### config.mk
export PLATFORM = sky130hd
export DESIGN_NAME = serial_tx_arbiter
export DESIGN_NICKNAME = d
export VERILOG_FILES = /design/src/rtl/serial_tx_arbiter.sv
export SDC_FILE = /design/constraint.sdc
export NUM_CORES = 1
export LEC_CHECK = 0
export CORE_ASPECT_RATIO = 1.75
export CORE_UTILIZATION = 49
export CTS_BUF_LIST = sky130_fd_sc_hd__clkbuf_4
export DETAILED_ROUTE_END_ITERATION = 12
export HOLD_SLACK_MARGIN = 0.08
export PLACE_DENSITY = 0.93
export RECOVER_POWER = 100
export SLEW_MARGIN = 20
export SYNTH_ARGS = -nofsm -noshare
export SYNTH_HDL_FRONTEND = slang
export SYNTH_SLANG_ARGS = --single-unit
### constraint.sdc
create_clock -name clk -period 3.32 [get_ports clk]
set_clock_uncertainty 0.1 [all_clocks]
set_input_delay 0.498 -clock clk [delete_from_list [all_inputs] [get_ports clk]]
set_output_delay 0.498 -clock clk [all_outputs]
set_load 0.05 [all_outputs]
### src/rtl/serial_tx_arbiter.sv
// ---------------------------------------------------------------------------
// serial_tx_arbiter
//
// Shares one AVR serial transmitter between four byte-stream requesters.
// A requester is granted round-robin and keeps the grant for a whole message
// (up to and including the byte flagged with req_last). After each byte the
// arbiter pauses so the transmitter has time to raise tx_busy before the next
// byte is offered. A granted requester that stalls (valid low, transmitter
// idle) for TIMEOUT cycles loses the grant.
//
// Ports
//   clk          system clock, rising edge
//   rst          synchronous active-high reset
//   req_valid    [3:0]  requester i presents a byte
//   req_data     [31:0] byte of requester i on bits [8i+7:8i]
//   req_last     [3:0]  requester i's byte ends its message
//   req_ready    [3:0]  requester i's byte is accepted this cycle
//   grant        [3:0]  one-hot registered owner of the channel, 0 when free
//   tx_data      [7:0]  byte to the transmitter, held until the next transfer
//   new_tx_data         one-cycle strobe qualifying tx_data
//   tx_busy             transmitter busy (includes AVR Rx-full back-pressure)
// ---------------------------------------------------------------------------
module serial_tx_arbiter #(
    parameter int TIMEOUT = 1024
) (
    input  logic        clk,
    input  logic        rst,
    input  logic [3:0]  req_valid,
    input  logic [31:0] req_data,
    input  logic [3:0]  req_last,
    output logic [3:0]  req_ready,
    output logic [3:0]  grant,
    output logic [7:0]  tx_data,
    output logic        new_tx_data,
    input  logic        tx_busy
);

    localparam logic [1:0] IDLE = 2'd0;
    localparam logic [1:0] SEND = 2'd1;
    localparam logic [1:0] GAP  = 2'd2;

    localparam logic [15:0] TIMEOUT_LAST = 16'(TIMEOUT - 1);

    logic [1:0]  state;
    logic [1:0]  owner;
    logic [1:0]  last_grant;
    logic        last_latched;
    logic [15:0] timeout_cnt;

    logic [1:0]  rr_pick;
    logic        rr_found;
    logic [1:0]  cand;
    logic        sel_valid;
    logic [7:0]  sel_data;
    logic        sel_last;

    // Round-robin search starting one past the previous owner, so the
    // requester that just finished has the lowest priority.
    always_comb begin
        rr_pick  = last_grant;
        rr_found = 1'b0;
        cand     = 2'd0;
        for (int k = 1; k <= 4; k++) begin
            cand = last_grant + 2'(k);
            if (!rr_found && req_valid[cand]) begin
                rr_pick  = cand;
                rr_found = 1'b1;
            end
        end
    end

    assign sel_valid = req_valid[owner];
    assign sel_data  = req_data[{owner, 3'b000} +: 8];
    assign sel_last  = req_last[owner];

    // grant is one-hot on the owner throughout SEND, so it doubles as the
    // ready mask.
    assign req_ready = (state == SEND && !tx_busy) ? grant : 4'b0000;

    // GAP is entered together with the tx strobe and held one further cycle
    // (while new_tx_data is already low) regardless of tx_busy; that second
    // cycle is when the transmitter raises busy in response to the strobe,
    // which keeps consecutive strobes at least three cycles apart.
    // The stall counter only advances while the owner has nothing to offer
    // and the transmitter is free; back-pressure never times a requester out.
    always_ff @(posedge clk) begin
        if (rst) begin
            state        <= IDLE;
            owner        <= 2'd0;
            grant        <= 4'b0000;
            last_grant   <= 2'd3;
            last_latched <= 1'b0;
            timeout_cnt  <= 16'd0;
            tx_data      <= 8'h00;
            new_tx_data  <= 1'b0;
        end else begin
            new_tx_data <= 1'b0;
            case (state)
                IDLE: begin
                    if (|req_valid) begin
                        owner       <= rr_pick;
                        grant       <= 4'b0001 << rr_pick;
                        timeout_cnt <= 16'd0;
                        state       <= SEND;
                    end
                end
                SEND: begin
                    if (!tx_busy) begin
                        if (sel_valid) begin
                            tx_data      <= sel_data;
                            new_tx_data  <= 1'b1;
                            last_latched <= sel_last;
                            timeout_cnt  <= 16'd0;
                            state        <= GAP;
                        end else if (timeout_cnt == TIMEOUT_LAST) begin
                            grant       <= 4'b0000;
                            last_grant  <= owner;
                            timeout_cnt <= 16'd0;
                            state       <= IDLE;
                        end else begin
                            timeout_cnt <= timeout_cnt + 16'd1;
                        end
                    end
                end
                GAP: begin
                    if (!new_tx_data) begin
                        if (last_latched) begin
                            grant      <= 4'b0000;
                            last_grant <= owner;
                            state      <= IDLE;
                        end else begin
                            timeout_cnt <= 16'd0;
                            state       <= SEND;
                        end
                    end
                end
                default: begin
                    state <= IDLE;
                end
            endcase
        end
    end

endmodule

==> results.toml <==
[yosys]
postSynth.asyncResetShare = 0
synthAdderAreaFrac = 0.0297
synth_simple_gate_area_frac = 0.287
synth_compound_area_frac = 0.112
muxShareOfSynthArea = 0.188
synth.avg_cell_area_um2 = 8.76
synth_top_family_by_area = "simple AND/OR/NAND/NOR gates"
synth_area_mm2 = 0.00210
synth_xor_area_frac = 0
synth_edf_count = 0
synthFlopType = "dfxtp_1"
ys_types = 35
synth_fp_nets = 288
yosys_warnings = 0
synth.ff_latch_count = 36
ys_seq_area_frac = 0.343
postSynthCellCount = 240

[route]
via_per_inst = 6.11
wl_mm = 5.58
dr.pass1.iters = 4
ant_nets = 0
routed-via-count = 2119
routedWlPerCell_um = 16.1
drtIter0Drc = 60
drc = 0

[floorplanning]
initial_core_util = 0.512
ios = 60
fp.dieArea_mm2 = 0.00457
row_count = 31
die_w_um = 51.5
fp.dieH_um = 88.7
coreArea_mm2 = 0.00411

[global_route]
grt_max_degree = 40
grt_first_pass_wirelength_mm = 9.27
grt_pass1_vias = 2124
grt-ovfl-total = 0
grt_antenna_before_repair = 0
track_usage = 0.273

[critical_path]
path_class = "flop to output pin"
crit_chain = "inv_1 > ha_1 > inv_1 > nor2_1 > and2_1 > dlygate4sd3_1"
startpoint_type = "flop"
worst-r2r-cell-count = 6
cp_slowest_cell = "dlygate4sd3_1"
crit_required_ns = 2.72
startpoint = "state[1]"
cpMostUsedCell = "inv_1"
r2r_setup_slack_ns = 0.46
endpoint = "req_ready[2]"
rr_startpoint = "timeout_cnt[8]"
crit_arrival_ns = 2.49
end_kind = "output pin"
worstPathMaxFanout = 5
r2r_end = "state[0]"
slowest_delay_ns = 0.86

[place]
hpwl_mm = 4.24
gp_routability_congestion = 0.836
port_buffers = 59

[clock_network]
postCtsHoldBufs = 0
htreeDepth = 2
clk_pin_slew_ns = 0.10
cts_setup_buffers = 0
cts_resized = 0
cts_buffer_depth = 2
clk_latency_ns = 0.35
cts_buffers = 5
cts_root_buf = "clkbuf_4"
cts.sinks = 36
cts_tree = "built"

[cells_and_area]
drive_gt1_frac = 0.0738
syn_to_final_growth_pct = 32.1
final.fill_count = 325
n_antenna_cell = 0
multiInputGateArea_mm2 = 0.00129
seq_area_um2 = 721
nNetsFinal = 346

[sta]
worst_pin_slew_ns = 0.717
rsz0062_at_grt = "false"
report.final.setup_viol = 0
max_freq_mhz = 324
hold_violations = 0
period_minus_slack_ns = 3.09
hold_slack_ns = 0.402
tns_ns = 0
relSlewSlack = 0.518
period_share = 0.931
slew_viol_final = 0

[worst_hold_path]
hold_path.class = "flop to flop"

[pwr]
p_per_area_mw_per_mm2 = 588
vdd_drop_max_mv = 0.507
p_leak_nw = 1.06

[run_status]
status = "completed"

[flow_run]
drv_cap = 0
-- power by group --
| part | internal (mW) | switching (mW) |
|---|---|---|
| Sequential | 0.496 | 0.0614 |
| Clock | 0.0861 | 0.144 |
| Combinational | 0.358 | 0.488 |
-- worst max-delay path: cells and delay by family, from the launching register on --
| family | cells | cell delay [ns] |
|---|---|---|
| buf+inv | 3 | 1.04 |
| simple gates | 2 | 0.50 |
| flops | 1 | 0.35 |
| fa+ha+maj | 1 | 0.24 |
-- cells in the mapped netlist (4+ instances only) --
| library cell | n | share of area |
|---|---|---|
| a21oi_1 | 15 | 0.036 |
| nor2_1 | 26 | 0.046 |
| inv_1 | 7 | 0.012 |
| mux2i_1 | 17 | 0.081 |
| nand2_1 | 17 | 0.030 |
| dfxtp_1 | 36 | 0.34 |
| nand3_1 | 16 | 0.038 |
| clkbuf_1 | 10 | 0.018 |
| o21ai_0 | 9 | 0.021 |
| ha_1 | 5 | 0.030 |
| or4_1 | 13 | 0.046 |
| a31oi_1 | 10 | 0.030 |
| and2_1 | 5 | 0.015 |
| nand2b_1 | 7 | 0.021 |
| nor3_1 | 4 | 0.0095 |
| mux4_2 | 10 | 0.11 |
-- final cells by class --
type                       instances  area share
clock inverter                     1     0.00180
clock buffer                       6      0.0162
sequential                        36       0.259
inverter                           7     0.00946
multi-input combinational        184       0.465
tap                               49      0.0221
timing repair buffer              64       0.226
-- cell usage in the layout (no fill, tap or decap), types with 3 or more instances in the layout --
cell,count
a21oi_1,15
a31oi_1,10
and2_1,5
buf_4,5
clkbuf_4,6
clkdlybuf4s50_1,41
dfxtp_1,36
dlygate4sd3_1,18
ha_1,5
inv_1,7
mux2i_1,17
mux4_2,10
nand2_1,17
nand2b_1,7
nand3_1,16
nand3b_1,3
nand4_1,3
nand4b_1,3
nor2_1,26
nor3_1,4
nor3b_1,3
nor4_1,4
o211ai_1,3
o21ai_0,9
or3_1,3
or4_1,13
-- metrics by stage --
step                      cell area (um^2)  setup WS [ns]  utilization  total power [mW]  std cells
after global routing                  2780          0.149        0.676              1.73        347
final                                 2780          0.229        0.676              1.63        347
after CTS                             2790          0.295        0.677              1.65        347
after detailed placement              2740          0.276        0.665              1.42        340
after global placement                2740          0.343        0.665              1.38        340
after floorplan                       2100          0.910            -              1.16        240
-- kinds of logic after synthesis --
| logic type | Yosys count |
|---|---|
| compound gates | 41 |
| fa+ha+maj | 5 |
| flops | 36 |
| simple gates | 111 |
| buf+inv | 20 |
| mux | 27 |
-- how the worst min path moves through the flow --
stage          slack (ns)              end             from  cells past startpoint
2_1_floorplan        0.35  timeout_cnt[15]  timeout_cnt[15]                      2
3_3_place_gp         0.37       tx_data[4]       tx_data[4]                      2
3_5_place_dp         0.39         grant[2]         grant[2]                      2
4_1_cts              0.40  timeout_cnt[15]  timeout_cnt[15]                      2
5_1_grt              0.44         grant[2]         grant[2]                      2
6_report             0.40         grant[1]         grant[1]                      2
-- layer usage --
| layer | global-route usage | vias to the layer above | wire [um] | part of all wire |
|---|---|---|---|---|
| met5 | 0 | - | 0 | 0 |
| met2 | 0.516 | 86 | 3110 | 0.56 |
| li1 | - | 1008 | - | - |
| met1 | 0.273 | 1003 | 2030 | 0.36 |
| met3 | 0.0533 | 22 | 244 | 0.044 |
| met4 | 0.140 | 0 | 196 | 0.035 |
-- state kept, by name (all words and copies together) (netlist names) --
register,flops
new_tx_data,1
last_latched,1
tx_data,8
timeout_cnt,16
last_grant,2
owner,2
state,2
grant,4
(Power assumes the default switching activity.)
